<file path="config.mk">
export PLATFORM = sky130hd
export DESIGN_NAME = line_burst_adapter_flat
export DESIGN_NICKNAME = d
export VERILOG_FILES = /design/src/rtl/cache_types_pkg.sv /design/src/rtl/line_burst_adapter_if.sv /design/src/rtl/line_burst_adapter_line_shift_buffer.sv /design/src/rtl/line_burst_adapter.sv /design/src/flat_wrapper.sv
export SDC_FILE = /design/constraint.sdc
export NUM_CORES = 1
export LEC_CHECK = 0
export CELL_PAD_IN_SITES_DETAIL_PLACEMENT = 1
export CELL_PAD_IN_SITES_GLOBAL_PLACEMENT = 2
export CORE_AREA = 4 4 296 298
export DETAILED_ROUTE_END_ITERATION = 10
export DIE_AREA = 0 0 300 302
export DONT_BUFFER_PORTS = 1
export MAX_ROUTING_LAYER = met4
export PLACE_DENSITY_LB_ADDON = 0.08
export SYNTH_ARGS = -nofsm -noshare
export SYNTH_HDL_FRONTEND = slang
export SYNTH_SLANG_ARGS = --single-unit
</file>
<file path="constraint.sdc">
create_clock -name clk -period 15.8 [get_ports clk]
set_input_delay 1.58 -clock clk [delete_from_list [all_inputs] [get_ports clk]]
set_output_delay 1.58 -clock clk [all_outputs]
set_load 0.05 [all_outputs]
</file>
<file path="src/rtl/cache_types_pkg.sv">
// Shared cache-side types and line/beat geometry for the line burst adapter.
// Imported by the adapter interface, the line buffer and the adapter top.
package cache_types_pkg;

  localparam int S_OFFSET       = 5;
  localparam int LINE_BITS      = 8 * (2 ** S_OFFSET);
  localparam int BEAT_BITS      = 64;
  localparam int BEATS_PER_LINE = LINE_BITS / BEAT_BITS;
  localparam int BEAT_IDX_BITS  = $clog2(BEATS_PER_LINE);

  typedef logic [LINE_BITS-1:0]     line_t;
  typedef logic [BEAT_BITS-1:0]     beat_t;
  typedef logic [BEAT_IDX_BITS-1:0] beat_idx_t;

  typedef enum logic [1:0] {
    IDLE,
    READ,
    WRITE,
    RESP
  } adapter_state_t;

  // Clears the byte-offset bits so the burst always starts on a line boundary.
  function automatic logic [31:0] line_align(input logic [31:0] addr);
    return addr & ~((32'd1 << S_OFFSET) - 32'd1);
  endfunction

endpackage

</file>
<file path="src/rtl/line_burst_adapter_if.sv">
// Cache-line request bus (pmem_*) and downstream burst bus (burst_*) bundled together.
// The adapter uses the slave view; the cache plus burst memory side uses the master view.
interface line_burst_adapter_if;
  import cache_types_pkg::*;

  logic        pmem_read;
  logic        pmem_write;
  logic [31:0] pmem_addr;
  line_t       pmem_wdata;
  line_t       pmem_rdata;
  logic        pmem_resp;

  logic        burst_read;
  logic        burst_write;
  logic [31:0] burst_addr;
  beat_t       burst_wdata;
  beat_t       burst_rdata;
  logic        burst_resp;

  modport slave (
    input  pmem_read, pmem_write, pmem_addr, pmem_wdata,
    output pmem_rdata, pmem_resp,
    output burst_read, burst_write, burst_addr, burst_wdata,
    input  burst_rdata, burst_resp
  );

  modport master (
    output pmem_read, pmem_write, pmem_addr, pmem_wdata,
    input  pmem_rdata, pmem_resp,
    input  burst_read, burst_write, burst_addr, burst_wdata,
    output burst_rdata, burst_resp
  );

endinterface

</file>
<file path="src/rtl/line_burst_adapter_line_shift_buffer.sv">
// 256-bit line buffer: whole-line load, one beat-indexed 64-bit write port and a beat read mux.
// o_line_next exposes the value being written this cycle so the final read beat can be forwarded.
module line_shift_buffer
  import cache_types_pkg::*;
(
  input  logic      clk,
  input  logic      i_load,
  input  line_t     i_load_line,
  input  logic      i_beat_we,
  input  beat_idx_t i_beat_idx,
  input  beat_t     i_beat_wdata,
  output beat_t     o_beat_rdata,
  output line_t     o_line_next
);

  line_t r_line;
  line_t w_line_next;

  // NOTE: every signal assigned in always_comb gets a default first, otherwise a latch is inferred.
  always_comb begin
    w_line_next = r_line;
    if (i_load) begin
      w_line_next = i_load_line;
    end else if (i_beat_we) begin
      w_line_next[i_beat_idx*BEAT_BITS +: BEAT_BITS] = i_beat_wdata;
    end
  end

  // NOTE: pure data storage carries no reset; the adapter gates every output that reads it.
  always_ff @(posedge clk) begin
    r_line <= w_line_next;
  end

  assign o_beat_rdata = r_line[i_beat_idx*BEAT_BITS +: BEAT_BITS];
  assign o_line_next  = w_line_next;

endmodule

</file>
<file path="src/rtl/line_burst_adapter.sv">
// Serialises 256-bit cache-line reads/writes into 4-beat 64-bit bursts with a one-cycle pmem_resp.
// Define LINE_BURST_PERF_EN to build the read/write completion counters; otherwise they read 0.
module line_burst_adapter
  import cache_types_pkg::*;
(
  input  logic                clk,
  input  logic                reset,
  line_burst_adapter_if.slave bus,
  output logic [31:0]         write_count,
  output logic [31:0]         read_count
);

  adapter_state_t r_state;
  adapter_state_t w_state_next;
  logic [31:0]    r_addr;
  beat_idx_t      r_beat;
  line_t          r_rdata;

  logic  w_accept;
  logic  w_in_burst;
  logic  w_beat_done;
  logic  w_last_beat;
  beat_t w_beat_rdata;
  line_t w_line_next;

  assign w_accept    = (r_state == IDLE) && (bus.pmem_read || bus.pmem_write);
  assign w_in_burst  = (r_state == READ) || (r_state == WRITE);
  assign w_beat_done = w_in_burst && bus.burst_resp;
  assign w_last_beat = (r_beat == beat_idx_t'(BEATS_PER_LINE - 1));

  // NOTE: clocked state uses non-blocking assignments so every register samples pre-edge values.
  always_ff @(posedge clk or posedge reset) begin
    if (reset) begin
      r_state <= IDLE;
    end else begin
      r_state <= w_state_next;
    end
  end

  always_comb begin
    w_state_next = r_state;
    case (r_state)
      IDLE: begin
        if (bus.pmem_write) begin
          w_state_next = WRITE;
        end else if (bus.pmem_read) begin
          w_state_next = READ;
        end
      end
      READ, WRITE: begin
        if (bus.burst_resp && w_last_beat) begin
          w_state_next = RESP;
        end
      end
      RESP:    w_state_next = IDLE;
      default: w_state_next = IDLE;
    endcase
  end

  // Burst address and data are forced to 0 outside a burst so reset clears every output.
  always_comb begin
    bus.burst_read  = 1'b0;
    bus.burst_write = 1'b0;
    bus.burst_addr  = '0;
    bus.burst_wdata = '0;
    bus.pmem_resp   = 1'b0;
    case (r_state)
      READ: begin
        bus.burst_read = 1'b1;
        bus.burst_addr = r_addr;
      end
      WRITE: begin
        bus.burst_write = 1'b1;
        bus.burst_addr  = r_addr;
        bus.burst_wdata = w_beat_rdata;
      end
      RESP:    bus.pmem_resp = 1'b1;
      default: ;
    endcase
  end

  always_ff @(posedge clk or posedge reset) begin
    if (reset) begin
      r_addr <= '0;
      r_beat <= '0;
    end else if (w_accept) begin
      r_addr <= line_align(bus.pmem_addr);
      r_beat <= '0;
    end else if (w_beat_done) begin
      r_beat <= r_beat + beat_idx_t'(1);
    end
  end

  // The last read beat lands in the buffer on the same edge, so take the forwarded line.
  always_ff @(posedge clk or posedge reset) begin
    if (reset) begin
      r_rdata <= '0;
    end else if ((r_state == READ) && bus.burst_resp && w_last_beat) begin
      r_rdata <= w_line_next;
    end
  end

  assign bus.pmem_rdata = r_rdata;

  line_shift_buffer u_line_buf (
    .clk          (clk),
    .i_load       (w_accept),
    .i_load_line  (bus.pmem_wdata),
    .i_beat_we    ((r_state == READ) && bus.burst_resp),
    .i_beat_idx   (r_beat),
    .i_beat_wdata (bus.burst_rdata),
    .o_beat_rdata (w_beat_rdata),
    .o_line_next  (w_line_next)
  );

`ifdef LINE_BURST_PERF_EN
  logic        r_is_write;
  logic [31:0] r_write_count;
  logic [31:0] r_read_count;

  always_ff @(posedge clk or posedge reset) begin
    if (reset) begin
      r_is_write    <= 1'b0;
      r_write_count <= '0;
      r_read_count  <= '0;
    end else begin
      if (w_accept) begin
        r_is_write <= bus.pmem_write;
      end
      if (r_state == RESP) begin
        if (r_is_write) begin
          r_write_count <= r_write_count + 32'd1;
        end else begin
          r_read_count <= r_read_count + 32'd1;
        end
      end
    end
  end

  assign write_count = r_write_count;
  assign read_count  = r_read_count;
`else
  assign write_count = '0;
  assign read_count  = '0;
`endif

endmodule

</file>
<file path="src/flat_wrapper.sv">
// flat-port wrapper written by rule: the top's interface ports become plain ports
module line_burst_adapter_flat import cache_types_pkg::*;
  (clk, reset, write_count, read_count, bus_pmem_read, bus_pmem_write, bus_pmem_addr, bus_pmem_wdata, bus_pmem_rdata, bus_pmem_resp, bus_burst_read, bus_burst_write, bus_burst_addr, bus_burst_wdata, bus_burst_rdata, bus_burst_resp);
  line_burst_adapter_if bus_i ();
  input  logic clk;
  input  logic reset;
  output logic [31:0] write_count;
  output logic [31:0] read_count;
  input wire logic [$bits(bus_i.pmem_read)-1:0] bus_pmem_read;
  input wire logic [$bits(bus_i.pmem_write)-1:0] bus_pmem_write;
  input wire logic [$bits(bus_i.pmem_addr)-1:0] bus_pmem_addr;
  input wire logic [$bits(bus_i.pmem_wdata)-1:0] bus_pmem_wdata;
  output wire logic [$bits(bus_i.pmem_rdata)-1:0] bus_pmem_rdata;
  output wire logic [$bits(bus_i.pmem_resp)-1:0] bus_pmem_resp;
  output wire logic [$bits(bus_i.burst_read)-1:0] bus_burst_read;
  output wire logic [$bits(bus_i.burst_write)-1:0] bus_burst_write;
  output wire logic [$bits(bus_i.burst_addr)-1:0] bus_burst_addr;
  output wire logic [$bits(bus_i.burst_wdata)-1:0] bus_burst_wdata;
  input wire logic [$bits(bus_i.burst_rdata)-1:0] bus_burst_rdata;
  input wire logic [$bits(bus_i.burst_resp)-1:0] bus_burst_resp;
  assign bus_i.pmem_read = bus_pmem_read;
  assign bus_i.pmem_write = bus_pmem_write;
  assign bus_i.pmem_addr = bus_pmem_addr;
  assign bus_i.pmem_wdata = bus_pmem_wdata;
  assign bus_pmem_rdata = bus_i.pmem_rdata;
  assign bus_pmem_resp = bus_i.pmem_resp;
  assign bus_burst_read = bus_i.burst_read;
  assign bus_burst_write = bus_i.burst_write;
  assign bus_burst_addr = bus_i.burst_addr;
  assign bus_burst_wdata = bus_i.burst_wdata;
  assign bus_i.burst_rdata = bus_burst_rdata;
  assign bus_i.burst_resp = bus_burst_resp;
  line_burst_adapter u_core (.clk(clk), .reset(reset), .bus(bus_i), .write_count(write_count), .read_count(read_count));
endmodule
</file>
* Word-level counts from Yosys, hierarchy flattened
Cells that the tools add are included.
** Storage, ports and cells
- Output and inout bits :: 419
- Bits in registers :: 543
- Memories :: 0
- Input port bits :: 357
- Memory bits (writable) :: 0
- Latch bits :: 0
- Word-level logic and storage cells :: 41
- Memory bits (read-only) :: 0
** Cells by class
- Reductions and logical operators :: 11
- Magnitude comparators :: 0
- $add $sub $neg :: 2
- Equal/unequal tests :: 6
- Bitwise logic cells :: 0
- $mul :: 0
- Div/mod/pow operators :: 0
- Shift operators :: 3
- Multiplexer cells :: 14
** Operators with widths (count)
- 256-bit 2-to-1 mux :: 2
- 256-bit bitwise mux :: 1
- 64-bit by 34-bit variable shift with 256-bit output, first input constant :: 1
- 256-bit by 9-bit variable part select with 64-bit output :: 1
- 64-bit by 34-bit variable part select with 256-bit output :: 1
- 64-bit 2-to-1 mux :: 1
- 8-bit negation with 34-bit output :: 1
- 32-bit 2-to-1 mux :: 1
- 2-bit 2-to-1 mux :: 5
- 2-bit == test, second input constant :: 3
- 2-bit one-hot mux with 3 select lines :: 1
- 1-bit logical AND :: 5
- 1-bit 2-to-1 mux :: 3
- 3-bit != test, second input constant :: 1
- 2-bit by 1-bit adder with 2-bit output, second input constant :: 1
- 2-bit by 1-bit == test with 1-bit output, second input constant :: 1
- 2-bit zero test :: 1
- 1-bit logical OR :: 2
- 2-bit by 1-bit != test with 1-bit output, second input constant :: 1
- 2-bit AND reduction :: 1
- 2-bit nonzero test :: 1
- 2-bit OR reduction :: 1

* Longest topological paths before layout
- Depth after elaboration :: 5
- Depth in mapped cells :: 10
- Gate-level depth less buffers :: 5

* Hierarchy
A second synthesis with hierarchy kept.
** Unflattened totals
- Cell total of the unflattened synthesis :: 2341
- Area, all modules :: 26641.8 um^2
** By module, submodules not included
- line_shift_buffer :: cells each 1540, instances 1, seq. area each 5124.9 um^2, area each 13847.0 um^2
- line_burst_adapter :: cells each 801, instances 1, seq. area each 7181.9 um^2, area each 12794.8 um^2

* Worst setup path after synthesis
No wires, ideal clock.
- Kind :: register to output
- From :: reg u_core.r_state[0]
- To :: out bus_burst_wdata[10]
- Slack :: 12.336 ns
- Cell stages (with the launch flop) :: 6
- Data arrival time :: 1.884 ns
- Path through :: dfrtp_1 inv_1 ha_1 buf_1 clkbuf_1 and2_1
** On the way
- Longest elaborated chain between the ends :: 2
** RTL lines
- start: declaration :: line line_burst_adapter.sv:13 : adapter_state_t r_state;
- start signal: assignment :: line line_burst_adapter.sv:36 : r_state <= w_state_next;
- 2-bit == test :: line line_burst_adapter.sv:67 : case (r_state)
- 64-bit 2-to-1 mux :: line line_burst_adapter.sv:67
- end: declaration :: line flat_wrapper.sv:18 : output wire logic [$bits(bus_i.burst_wdata)-1:0] bus_burst_wdata;
Every way passes these cells.

* Worst setup path in the final report
- From :: reg u_core.r_beat[0]
- To :: out bus_burst_wdata[35]
** On the way
- Longest elaborated chain between the ends :: 2
** RTL lines
- start: declaration :: line line_burst_adapter.sv:16 : beat_idx_t r_beat;
- start signal: assignment :: line line_burst_adapter.sv:90 : r_beat <= r_beat + beat_idx_t'(1);
- 256-bit by 9-bit variable part select with 64-bit output :: line line_burst_adapter_line_shift_buffer.sv:34 : assign o_beat_rdata = r_line[i_beat_idx*BEAT_BITS +: BEAT_BITS];
- 64-bit 2-to-1 mux :: line line_burst_adapter.sv:67
Every way passes these cells.

==> results.txt <==
The global-route wire length before repair is 183 mm, and the share of async-settable or async-resettable flops after synthesis is 0.529. STA puts the critical path data required time at 14.22 ns. For the flop-to-flop setup slack, the log shows 11.27 ns. The tools report the number of endpoints with negative hold slack in the final report as 0.

The worst register-to-register path has a depth of 5. For the fraction of power consumed by sequential logic, the log shows 0.421. The iteration-0 DRC count of the detailed router is 1602. After synthesis, the largest family of logic cells by area is simple AND/OR/NAND/NOR gates. Based on the critical path, the design can be clocked at up to 176 MHz. The xor and xnor area share after synthesis came out at 0.000314.

The worst register-to-register path ends at u_core.bus.pmem_rdata[214]$_DFFE_PP0P_. From left edge to right edge, the die measures 300 µm. For the via count of the first global-routing pass, the log shows 24200.

The path with the worst hold slack has its endpoint at u_core.r_addr[7]$_DFFE_PP0P_. The run finished with clean final reports. The library cells used most frequently in the layout, excluding fill and tap cells, are 340 x nand2_1, 285 x dfrtp_1, 258 x nor2_1. The logs give 3.77 mW for the design internal power and 0.0849 mm² for the total core area. TritonCTS built the clock tree. In this run, post-CTS hold repair placed 0 buffers. In this run the most critical hold path is launched from u_core.r_addr[7]$_DFFE_PP0P_. On the final layout, the worst clock skew is 0.0251 ns. Summed over all nets, the switching power comes to 3.89 mW.

Residual overflow from global routing: 0. The top flip-flop cell by instance count after synthesis was dfrtp_1. Measured along the y axis, the die boundary spans 302 µm.

Clock transition at the registers of the reported paths: 0.06 ns. The tools report the weighted congestion reported at the end of routability-driven placement as 0.808. The run gives 107 as the row count. Via total after detailed routing: 23000. For the level count of the clock H-tree, the log shows 3. In the final design database the tool counted 2965 nets. The number of enable flip-flop cells after synthesis is 0. The run gives 0.0279 mm² as the post-synthesis instance area.

The share of post-route cells with drive strength above 1 was 0.121; the count of buffers from port buffering was 0. In this run the count of I/O pins placed on the die edge is 776. The ratio of final minimum period to clock period is 0.360. The tools report the launching element type of the critical path as a flip-flop.

The worst-case IR drop observed on VDD is 0.150 mV. Area of all placed cells without fillers: 0.0301 mm². In this run the deepest clock path goes through 3 buffers. The synthesized-area fraction occupied by ao, oa, aoi and oai cells works out to 0.196. The tools report the total count of max-transition violations in the final report as 0. The setup slack after placement was 10.76 ns.

Once detailed placement completed, the half-perimeter wirelength came to 80.8 mm. Leakage dissipation: 12.7 nW. The synthesized instance count was 2789; the pin count of the biggest net entering global routing was 193. The tools report the clock share of power as 0.208. The critical path is of the reg2out type.

The number of sinks handled by clock tree synthesis was 543; the residual antenna-violating net count after detailed routing was 0. The final setup violation count was 0; the multiplexer share of the synthesized area was 0.0781. Across all hold checks on the routed design, the worst slack comes to 0.473 ns. The post-CTS resize count is 0, and the aggregate routed wire length is 128 mm.

The slew at the pin closest to its max-slew limit was 1.26 ns; the post-detailed-placement cell area was 0.0279 mm². Yosys printed 0 warnings. The tree is rooted in a clkbuf_16. For the clock insertion delay at the later pin of the skew report, the log shows 0.61 ns.

Dividing total power by cell area gives a power density of 254 mW/mm². The worst path in the final design needs a cycle of 5.68 ns, including I/O delays and setup. Average size of a mapped cell: 10.0 µm². The proportion of power drawn by combinational gates was 0.371. The first detailed-routing pass ran for 7 iterations.

Worst min-delay path class: reg2reg. Summed over all failing endpoints, the final setup total negative slack is 0 ns. The die covers 0.0906 mm². The worst setup path is captured at an output port. The tools report the relative slew slack as 0.160.

The max-cap check violation count is 0, and the number of storage elements in the synthesis netlist is 543. The run gives 0.355 as the post-route core utilization. Most frequent standard cell in the layout excluding fill and tap cells: nand2_1.

For the overall fraction of global-route tracks in use, the log shows 0.279. The tools report the detailed-route DRC error count as 0. In this run the critical register-to-register path is launched from u_core.r_beat[1]$_DFFE_PP0P_.

The simple-gate share of the synthesized area was 0.200. Along the worst path, the maximum fanout reaches 62. Buffers inserted during clock tree synthesis total 69.

The post-synthesis adder-cell area fraction was 0.00403; the number of buffers added for setup after CTS was 0. The initial antenna violation count is 10, and the switching fraction of total power is 0.508. The tools report the sequential-to-total area share from yosys stat as 0.441. The initial core utilization was 0.329; the per-cell via count in the routed design was 6.03.

Across all setup checks in the final design, the least slack found is 10.12 ns. From synthesis to final layout, the design area changed by 7.83%. Data arrives at the worst endpoint at 4.10 ns. Setup repair after global routing left no endpoint under its margin. After detailed routing, the average wire length per cell comes to 33.6 µm. The number of cells on the worst hold path is 2, and the number of unique standard cell types used by synthesis is 47.
==> stage by stage <==
stage | std cells | power (mW)
2_1_floorplan | 2857 | 5.19
3_3_place_gp | 3672 | 6.06
3_5_place_dp | 3672 | 6.12
4_1_cts | 3798 | 7.73
5_1_grt | 3810 | 8.04
6_report | 3815 | 7.66
==> power groups by stage <==
stage                     sequential [mW]  combinational [mW]  clock [mW]
after floorplan                      2.96                2.23           0
after global placement               3.24                2.82           0
after detailed placement             3.25                2.87           0
after CTS                            3.23                2.87        1.63
after global routing                 3.29                3.07        1.69
final                                3.22                2.84        1.59
==> flip-flops by register name, summed over array words and instances, names as in the netlist <==
signal / flops
u_core.r_state: 2
u_core.r_beat: 2
u_core.u_line_buf.r_line: 256
u_core.r_addr: 27
u_core.bus.pmem_rdata: 256
==> worst max-delay path, cell delays in order (launching register included) <==
cell and delay [ns]:
dfrtp_4 0.92, buf_4 0.79, buf_4 0.61, mux4_1 0.64, and2_1 0.39
==> how the worst max path moves through the flow <==
| stage | startpoint | to | slack, ns | depth (start not counted) |
|---|---|---|---|---|
| after detailed placement | u_core.r_beat[0]$_DFFE_PP0P_ | bus_burst_wdata[34] | 10.76 | 4 |
| after CTS | u_core.r_beat[0]$_DFFE_PP0P_ | bus_burst_wdata[34] | 10.11 | 4 |
| after global placement | u_core.r_beat[0]$_DFFE_PP0P_ | bus_burst_wdata[34] | 10.79 | 4 |
| after global routing | u_core.r_beat[0]$_DFFE_PP0P_ | bus_burst_wdata[35] | 9.94 | 4 |
| after floorplan | reset | u_core.bus.pmem_rdata[0]$_DFFE_PP0P_ | 6.30 | 1 |
| final | u_core.r_beat[0]$_DFFE_PP0P_ | bus_burst_wdata[35] | 10.12 | 4 |
==> layout make-up <==
| cell class | count | area [µm²] |
|---|---|---|
| Antenna cell | 17 | 42.5 |
| Fill cell | 9528 | 54800 |
| Clock buffer | 109 | 2060 |
| Timing Repair Buffer | 37 | 328 |
| Multi-Input combinational cell | 1942 | 13700 |
| Inverter | 6 | 30.0 |
| Sequential cell | 543 | 12300 |
| Tap cell | 1144 | 1430 |
| Clock inverter | 17 | 169 |
==> routing by layer <==
layer / part of all wire / up-vias / track usage
li1: - / 9844 / -
met1: 0.39 / 12100 / 0.323
met2: 0.50 / 845 / 0.465
met3: 0.086 / 172 / 0.0854
met4: 0.028 / 0 / 0.0886
met5: 0 / - / -
==> cell usage after synthesis, types with 2 or more instances <==
cell type    n  area, µm²
and2b_1     14        105
a221oi_2    60        901
dfxtp_1    256       5120
o211ai_1   128        961
a32oi_1    127       1110
nor2_1     258        968
and3_1      65        407
and3b_1      2       17.5
o31ai_2     60        751
and2_1      92        576
and4b_1     65        651
nor2b_1     49        307
mux2i_1     65        651
buf_12      11        220
clkbuf_4     5       37.5
buf_4       79        593
ha_1         9        113
a21oi_1    129        646
and4_1      64        561
dfrtp_1    287       7180
o31ai_1      4       30.0
buf_1        6       22.5
nand2_1    340       1280
clkbuf_1   144        541
inv_1        6       22.5
a221oi_1     5       43.8
mux4_1      24        631
buf_2       87        435
mux4_2      40        901
buf_6       33        372
nand3_4      2       35.0
o21ai_0     66        330
nand3_1    130        651
a221o_1     64        641
==> kinds of logic after synthesis <==
logic type                 count (synthesis)
AOI/OAI and AO/OA                        649
xor gates and xnor gates                   1
adders and majority gates                  9
buffers and inverters                    372
DFF                                      543
muxes                                    129
other                                      1
and+or+nand+nor                         1085
Note: power is estimated with default switching activity, not from simulation.
